==> src/rtl/rasterizer_writeback_logic.sv <==
// End-of-pipe writeback: buffers depth-fetched fragments, applies the depth test and
// issues depth-then-color Avalon-MM writes. Optional macro: RASTER_DEPTH_TEST_EN.
module rasterizer_writeback_logic #(
  parameter int FIFO_DEPTH = 8,
  parameter int SLACK      = 2
) (
  input  logic        clock,
  input  logic        reset,
  input  logic        in_valid,
  input  logic [25:0] addr_in,
  input  logic [23:0] color_in,
  input  logic [31:0] new_depth_in,
  input  logic [31:0] old_depth_in,
  input  logic        done_in,
  output logic        stall_out,
  output logic        done_out,
  output logic [25:0] master_address,
  output logic        master_write,
  output logic        master_read,
  output logic [3:0]  master_byteenable,
  output logic [31:0] master_writedata,
  input  logic        master_waitrequest,
  output logic        overflow,
  output logic [31:0] pix_written,
  output logic [31:0] pix_rejected
);

  localparam int PTR_W   = $clog2(FIFO_DEPTH);
  localparam int ENTRY_W = 115;
  localparam logic [PTR_W:0] DEPTH_C  = FIFO_DEPTH[PTR_W:0];
  localparam logic [PTR_W:0] THRESH_C = (FIFO_DEPTH - SLACK);

  typedef enum logic [1:0] {S_IDLE, S_WR_DEPTH, S_WR_COLOR} state_t;

  state_t             state;
  logic [ENTRY_W-1:0] fifo_mem [FIFO_DEPTH];
  logic [PTR_W-1:0]   wr_ptr;
  logic [PTR_W-1:0]   rd_ptr;
  logic [PTR_W:0]     count;
  logic               full;
  logic               push;
  logic               pop;

  logic [ENTRY_W-1:0] head;
  logic [25:0]        head_addr;
  logic [23:0]        head_color;
  logic [31:0]        head_new;
  logic [31:0]        head_old;
  logic               head_done;
  logic               head_pass;

  logic [25:0]        work_addr;
  logic [23:0]        work_color;
  logic               work_done;

  assign full      = (count == DEPTH_C);
  assign push      = in_valid && !full;
  assign pop       = (state == S_IDLE) && (count != '0);
  assign stall_out = (count >= THRESH_C);
  assign master_read = 1'b0;

  assign head       = fifo_mem[rd_ptr];
  assign head_addr  = head[25:0];
  assign head_color = head[49:26];
  assign head_new   = head[81:50];
  assign head_old   = head[113:82];
  assign head_done  = head[114];

`ifdef RASTER_DEPTH_TEST_EN
  assign head_pass = (head_new < head_old);
`else
  // Test disabled: every fragment is written; the stored old depth has no consumer.
  logic unused_old_depth;
  assign unused_old_depth = ^head_old;
  assign head_pass = 1'b1;
`endif

  // Storage carries no reset so it can map onto distributed RAM; validity lives in count.
  always_ff @(posedge clock) begin
    if (push) begin
      fifo_mem[wr_ptr] <= {done_in, old_depth_in, new_depth_in, color_in, addr_in};
    end
  end

  always_ff @(posedge clock or negedge reset) begin
    if (!reset) begin
      wr_ptr   <= '0;
      rd_ptr   <= '0;
      count    <= '0;
      overflow <= 1'b0;
    end else begin
      if (push) begin
        wr_ptr <= wr_ptr + 1'b1;
      end
      if (pop) begin
        rd_ptr <= rd_ptr + 1'b1;
      end
      case ({push, pop})
        2'b10:   count <= count + 1'b1;
        2'b01:   count <= count - 1'b1;
        default: count <= count;
      endcase
      if (in_valid && full) begin
        overflow <= 1'b1;
      end
    end
  end

  always_ff @(posedge clock or negedge reset) begin
    if (!reset) begin
      state             <= S_IDLE;
      master_write      <= 1'b0;
      master_address    <= '0;
      master_writedata  <= '0;
      master_byteenable <= '0;
      done_out          <= 1'b0;
      pix_written       <= '0;
      pix_rejected      <= '0;
      work_addr         <= '0;
      work_color        <= '0;
      work_done         <= 1'b0;
    end else begin
      done_out <= 1'b0;
      case (state)
        S_IDLE: begin
          if (pop) begin
            if (head_pass) begin
              state             <= S_WR_DEPTH;
              master_write      <= 1'b1;
              master_address    <= head_addr + 26'd4;
              master_writedata  <= head_new;
              master_byteenable <= 4'b1111;
              work_addr         <= head_addr;
              work_color        <= head_color;
              work_done         <= head_done;
            end else begin
              // A rejected fragment retires on the decision edge itself.
              pix_rejected <= pix_rejected + 32'd1;
              done_out     <= head_done;
            end
          end
        end
        S_WR_DEPTH: begin
          if (!master_waitrequest) begin
            state             <= S_WR_COLOR;
            master_address    <= work_addr;
            master_writedata  <= {8'h00, work_color};
            master_byteenable <= 4'b0111;
          end
        end
        S_WR_COLOR: begin
          if (!master_waitrequest) begin
            state        <= S_IDLE;
            master_write <= 1'b0;
            pix_written  <= pix_written + 32'd1;
            done_out     <= work_done;
          end
        end
        default: begin
          state        <= S_IDLE;
          master_write <= 1'b0;
        end
      endcase
    end
  end

endmodule

==> config.mk <==
export PLATFORM = sky130hd
export DESIGN_NAME = rasterizer_writeback_logic
export DESIGN_NICKNAME = d
export VERILOG_FILES = /design/src/rtl/rasterizer_writeback_logic.sv
export SDC_FILE = /design/constraint.sdc
export NUM_CORES = 1
export LEC_CHECK = 0
export ABC_AREA = 1
export BUFFER_PORTS_ARGS = -buffer_cell sky130_fd_sc_hd__buf_2
export CAP_MARGIN = 30
export CORE_MARGIN = 2
export CORE_UTILIZATION = 55
export CTS_CLUSTER_DIAMETER = 50
export CTS_CLUSTER_SIZE = 10
export DETAILED_ROUTE_END_ITERATION = 8
export PLACE_DENSITY = 0.77
export SLEW_MARGIN = 20
export SYNTH_ARGS = -nofsm -noshare
export SYNTH_HDL_FRONTEND = slang
export SYNTH_SLANG_ARGS = --single-unit
==> constraint.sdc <==
create_clock -name clock -period 8.4 [get_ports clock]
set_input_delay 0.84 -clock clock [delete_from_list [all_inputs] [get_ports clock]]
set_output_delay 0.84 -clock clock [all_outputs]
set_load 0.05 [all_outputs]
==> results of run 1 <==
[cell type report]
class	count	area [µm²]	area share (%)
Multi-Input combinational cell	1782	8590	22.3
Sequential cell	822	23900	62.0
Clock inverter	12	194	0.503
Inverter	176	673	1.75
Tap cell	837	1050	2.72
Timing Repair Buffer	224	1410	3.64
Antenna cell	12	30.0	0.0779
Clock buffer	162	2720	7.05
[registers in the layout, summed over array words and instances (netlist names)]
register / count
done_out: 1
work_addr: 26
fifo_mem: 664
master_address: 26
work_color: 24
overflow: 1
master_write: 1
pix_written: 32
rd_ptr: 3
wr_ptr: 3
work_done: 1
state: 2
count: 4
master_byteenable: 2
master_writedata: 32
[final timing paths]
check	slack, ns	cells past startpoint	start	to
worst max-delay path	4.38	11	count[1]	master_writedata[8]
worst min-delay path	0.33	1	reset	master_writedata[25]
worst max register to register	4.38	11	count[1]	master_writedata[8]
worst min register to register	0.48	2	master_address[19]	master_address[19]
max in group asynchronous	6.88	3	reset	rd_ptr[2]
min in group clock	0.45	1	addr_in[12]	fifo_mem[0][12]
[cells in the mapped netlist (all sizes together) (9+ instances only)]
library cell,number
clkbuf,58
o221ai,48
o211ai,9
a221oi,10
o22ai,50
nor3,9
a211oi,14
xnor2,17
nand3,162
buf,143
inv,176
xor2,21
edfxtp,664
nor2,385
a21oi,84
o21ai,311
nand2,596
dfrtp,158
[kinds of logic after synthesis]
| logic type | synth area share [%] |
|---|---|
| AO/OA/AOI/OAI | 8.98 |
| buffers and inverters | 5.43 |
| AND/OR/NAND/NOR | 14.4 |
| adder cells (fa/ha/maj) | 0.256 |
| flip-flops | 70.0 |
| XOR/XNOR | 0.975 |
| other | 0.0110 |
[where the power goes]
group,total (mW),switching (mW),internal (mW)
logic,5.64,4.20,1.44
registers,5.62,0.377,5.25
clock network,3.82,1.59,2.24
[worst max-delay path, cell delays in order, from the launching register on]
cell and delay (ns):
dfrtp_1 0.42, nor2_1 0.21, nand3_1 0.10, and2_2 0.18, buf_4 0.37, inv_2 0.11, buf_4 0.63, nand2_1 0.20
inv_2 0.64, buf_4 0.65, nand2_1 0.20, o21ai_0 0.15
[per-layer routing]
metal  global-route usage, %  vias up  share of wire (%)
met5                       0        -               0.16
met4                    12.1       20                2.9
met3                    5.99      182                 10
met2                    42.9     1257                 49
met1                    34.3    11500                 38
li1                        -    10500                  -
[metrics by stage]
step | hold WS, ns | setup slack [ns] | total power [mW] | area, µm² | utilization [%]
after floorplan | 0.444 | 2.81 | 9.67 | 34300 | -
after global placement | 0.457 | 4.11 | 10.9 | 35400 | 57.4
after detailed placement | 0.464 | 4.09 | 11.2 | 35500 | 57.6
after CTS | 0.380 | 4.45 | 15.0 | 38400 | 62.4
after global routing | 0.401 | 4.15 | 15.8 | 38600 | 62.6
final | 0.332 | 4.38 | 15.1 | 38600 | 62.6
[placed cells by master, fill, tap and decap left out, types with 59 or more instances in the layout]
cell type / instances
nand3_1: 148
buf_2: 183
o21ai_0: 294
inv_1: 166
clkbuf_1: 59
clkbuf_16: 96
dfrtp_1: 155
edfxtp_1: 664
a21oi_1: 84
nand2_1: 580
nor2_1: 353
==> flow_metrics.py, run 1 <==
metrics = {
    "run_status": {
        "status": "completed",
    },
    "clocking": {
        "numCtsBuffers": 95,
        "cts_buffer_depth": 3,
        "cts_repair_resize_count": 0,
        "clock_latency_ns": 0.66,
        "post_cts_buffers": 0,
        "ctsHoldBuffers": 0,
        "cts-root-buf": "clkbuf_16",
        "htree_levels": 3,
        "cts_tree": "yes",
        "path_clk_slew_ns": 0.06,
        "clock_sinks": 822,
    },
    "critical_path": {
        "cp-end-kind": "flip-flop",
        "crit_fanout": 65,
        "required_ns": 8.96,
        "startpoint_type": "flip-flop",
        "critical_path_class": "flip-flop to flip-flop",
        "cp_data_arrival_time_ns": 4.58,
    },
    "sta": {
        "slew_viol_final": 0,
        "setup_viol": 0,
        "worst_slew_pin_slew_ns": 1.35,
        "fin_skew_ns": 0.0285,
        "max_slew_margin_pct": 9.81,
        "max_freq_mhz": 249,
        "period_minus_slack_ns": 4.02,
        "finalHoldViolCount": 0,
        "timing.final.crit_share_pct": 47.9,
        "rsz0062_at_grt": "no",
        "setup_tns_ns": 0,
    },
    "floorplanning": {
        "die_area_um2": 64100,
        "top_level_ports": 250,
        "core_um2": 61600,
        "initial_core_util_pct": 55.4,
        "num_rows": 91,
        "die_w_um": 253,
        "die_h_um": 253,
    },
    "logic_synthesis": {
        "synth_ff_type": "edfxtp_1",
        "ys_top_cells_by_area": "edfxtp_1, dfrtp_1, nand2_1",
        "synth_warnings": 0,
        "avgSynthCellArea_um2": 11.6,
        "ys_seq_elements": 822,
        "netlist_area_um2": 34200,
        "synth_cells": 2949,
        "synth.distinct_cells": 44,
        "synth_top_area_cell": "edfxtp_1",
        "synth_edf_count": 664,
        "yosysSeqAreaShare_pct": 70.0,
        "synthArstFlopShare_pct": 19.2,
        "synth_top_area_share_pct": 58.4,
    },
    "routing": {
        "drt_wl_total_mm": 85.7,
        "vias": 23500,
        "vias_per_cell": 5.84,
        "drt-pass1-iter-count": 6,
        "first_iter_violations": 2837,
        "route.detailed.drc": 0,
        "wl_per_cell_um": 21.3,
        "ant_nets": 0,
    },
    "flow_run": {
        "drv_cap": 0,
    },
    "global_route": {
        "antenna_found_initial": 24,
        "grt_pass1_wl_mm": 130,
        "grt_pass1_vias": 23300,
        "grt_overflow_total": 0,
        "grt_max_degree": 250,
        "grt_usage_pct": 26.5,
    },
    "cells_and_area": {
        "drive_gt1_share_pct": 13.3,
        "stdcell_count": 4027,
        "nNetsFinal": 3227,
        "num-fill-cells": 4397,
        "area_growth_pct": 12.9,
    },
    "power_and_ir_drop": {
        "irDropWorstVdd_v": 0.000440,
        "leakage_nw": 14.8,
        "powerDensity_nw_per_um2": 391,
    },
    "worst_hold_path": {
        "hold_class": "primary input to asynchronous set/reset pin",
    },
    "place": {
        "hpwl_mm": 46.6,
        "gp_congestion": 0.843,
        "placedCellCount": 3836,
        "io_buffers": 184,
    },
}
No activity file was read; power rests on OpenSTA's default activity.
==> inputs of run 2 (changes only) <==
--- a/config.mk
+++ b/config.mk
@@ -9,11 +9,11 @@
 export BUFFER_PORTS_ARGS = -buffer_cell sky130_fd_sc_hd__buf_2
 export CAP_MARGIN = 30
 export CORE_MARGIN = 2
-export CORE_UTILIZATION = 55
+export CORE_UTILIZATION = 54
 export CTS_CLUSTER_DIAMETER = 50
 export CTS_CLUSTER_SIZE = 10
 export DETAILED_ROUTE_END_ITERATION = 8
-export PLACE_DENSITY = 0.77
+export PLACE_DENSITY = 0.79
 export SLEW_MARGIN = 20
 export SYNTH_ARGS = -nofsm -noshare
 export SYNTH_HDL_FRONTEND = slang
==> constraint.sdc (replaced) <==
create_clock -name clock -period 3.5 [get_ports clock]
set_input_delay 0.35 -clock clock [delete_from_list [all_inputs] [get_ports clock]]
set_output_delay 0.35 -clock clock [all_outputs]
set_load 0.05 [all_outputs]
==> run 2 against run 1 <==
Against the previous run: critical path depth decreased by 5; worst setup slack lost 3.9 ns; via count shrank 0.54%; combinational power increased by 140%; design area is 2.4% higher; first-iteration DRC count fell by 3.0%; total power increased by 140%; register-to-register slack lost 3.9 ns; global-route usage is 1.1 points lower; critical path type unchanged; largest power group unchanged; highest routed layer unchanged.
==> flow_metrics.py, run 2 (synthesized netlist as in run 1, its figures left out) <==
metrics = {
    "floorplanning": {
        "initial_core_util_pct": 54.3,
        "die_h_um": 255,
        "num_rows": 92,
        "die_w_um": 255,
        "core_um2": 62900,
        "top_level_ports": 250,
        "die_area_um2": 65300,
    },
    "run_status": {
        "status": "completed",
    },
    "critical_path": {
        "reg2reg_from": "rd_ptr[0]",
        "startpoint_type": "flip-flop",
        "r2r-end": "master_writedata[10]",
        "required_ns": 4.04,
        "crit_fanout": 88,
        "critical_path_class": "flip-flop to flip-flop",
        "rrSetupSlack_ns": 0.49,
        "cp-end-kind": "flip-flop",
        "cp_data_arrival_time_ns": 3.55,
        "reg2reg_depth": 6,
    },
    "sta": {
        "fin_ws_ns": 0.492,
        "finalHoldViolCount": 0,
        "period_minus_slack_ns": 3.01,
        "setup_viol": 0,
        "timing.final.crit_share_pct": 86.0,
        "worst_slew_pin_slew_ns": 0.953,
        "fin_skew_ns": 0.0267,
        "max_slew_margin_pct": 36.5,
        "max_freq_mhz": 332,
        "rsz0062_at_grt": "no",
        "slew_viol_final": 0,
    },
    "routing": {
        "vias": 23400,
        "first_iter_violations": 2752,
        "drt-pass1-iter-count": 5,
        "vias_per_cell": 5.67,
        "route.detailed.drc": 0,
        "wl_per_cell_um": 20.1,
        "drt_wl_total_mm": 83.0,
        "ant_nets": 0,
    },
    "cells_and_area": {
        "nNetsFinal": 3324,
        "largest_register_ffs": 664,
        "mostFrequentLayoutCells": "edfxtp_1, nand2_1, nor2_1",
        "drive_gt1_share_pct": 13.1,
        "area_growth_pct": 15.6,
        "final_common_cell": "edfxtp_1",
        "finalInstanceArea_um2": 39500,
        "regMostFlops": "fifo_mem",
        "largestRegisters": "fifo_mem: 664 flops, master_writedata: 32 flops, pix_written: 32 flops",
        "fin_util_pct": 62.8,
    },
    "place": {
        "gp_congestion": 0.852,
        "io_buffers": 184,
        "dpl_worst_slack_ns": 0.720,
        "dpl_cell_area_um2": 35800,
        "hpwl_mm": 45.1,
    },
    "global_route": {
        "use_met3_pct": 5.09,
        "antenna_found_initial": 7,
        "use_met2_pct": 41.3,
        "use_met1_pct": 34.1,
        "grt_usage_pct": 25.4,
        "grt_max_degree": 133,
        "grt_pass1_vias": 23100,
        "grt.busiest_layer": "met2",
        "grt_overflow_total": 0,
        "grt_pass1_wl_mm": 129,
    },
    "clocking": {
        "clock_sinks": 822,
        "htree_levels": 3,
        "numCtsBuffers": 96,
        "cts-root-buf": "clkbuf_16",
        "post_cts_buffers": 0,
        "cts_tree": "yes",
        "clock_latency_ns": 0.64,
        "cts_buffer_depth": 3,
        "path_clk_slew_ns": 0.06,
    },
    "worst_hold_path": {
        "min_from": "master_waitrequest",
        "hold_depth": 4,
        "hold_class": "primary input to flip-flop",
        "min_to": "pix_written[1]",
    },
    "power_and_ir_drop": {
        "leakage_nw": 15.2,
        "irDropWorstVdd_v": 0.000909,
        "powerDensity_nw_per_um2": 916,
    },
    "flow_run": {
        "drv_cap": 0,
    },
}
-- run 2: cell types whose count changed in the layout (fill, tap and decap cells not counted), sizes merged --
cell,delta
dlygate4sd3,+84
buf,+12
diode,-9
clkbuf,+2
inv,-2
clkinvlp,+1
-- run 2: per-layer routing --
layer | share of wire [%] | routed length (µm)
met2 | 48 | 40200
met4 | 2.6 | 2150
met1 | 40 | 32900
met5 | 0.054 | 45
met3 | 9.3 | 7720
-- run 2: how the worst max path moves through the flow --
stage	from	to	slack, ns
after floorplan	count[2]	fifo_mem[4][0]	-0.31
after global placement	rd_ptr[0]	master_writedata[10]	0.78
after detailed placement	rd_ptr[0]	master_writedata[10]	0.72
after CTS	rd_ptr[0]	master_writedata[10]	0.64
after global routing	rd_ptr[0]	master_writedata[8]	0.34
final	rd_ptr[0]	master_writedata[10]	0.49
-- run 2: timing repair --
| item | 4_1_cts | 5_1_grt |
|---|---|---|
| endpoints found under the hold margin | 739 | 0 |
| resized for setup | 0 | 0 |
| setup endpoints to repair | 0 | 0 |
| hold buffers | 84 | 0 |
-- run 2: report_power, final --
group          switching, mW  internal (mW)  leakage (nW)
registers              0.810           12.6          7.97
clock network           3.72           5.33          1.35
logic                   10.1           3.61          5.90
-- run 2: cell type report --
type,instances,area [µm²]
Antenna cell,3,7.51
Fill cell,4532,23400
Sequential cell,822,23900
Timing Repair Buffer,320,2410
Inverter,176,674
Clock inverter,11,118
Clock buffer,164,2720
Multi-Input combinational cell,1782,8590
Tap cell,846,1060
-- run 2: stage by stage --
stage	hold slack [ns]	setup TNS [ns]	cells	power, mW
2_1_floorplan	0.0544	-104.54	2981	23.2
3_3_place_gp	0.447	0	3862	26.5
3_5_place_dp	0.452	0	3862	26.9
4_1_cts	0.00221	0	4121	36.1
5_1_grt	0.0598	0	4124	38.1
6_report	0.0256	0	4124	36.2
-- run 2: worst max-delay path: stages (launching register included) --
cell and delay, ns:
dfrtp_4 0.63, buf_4 0.48, buf_4 0.80, o21ai_0 0.26, o221ai_1 0.20, o311ai_0 0.21, a21oi_1 0.26
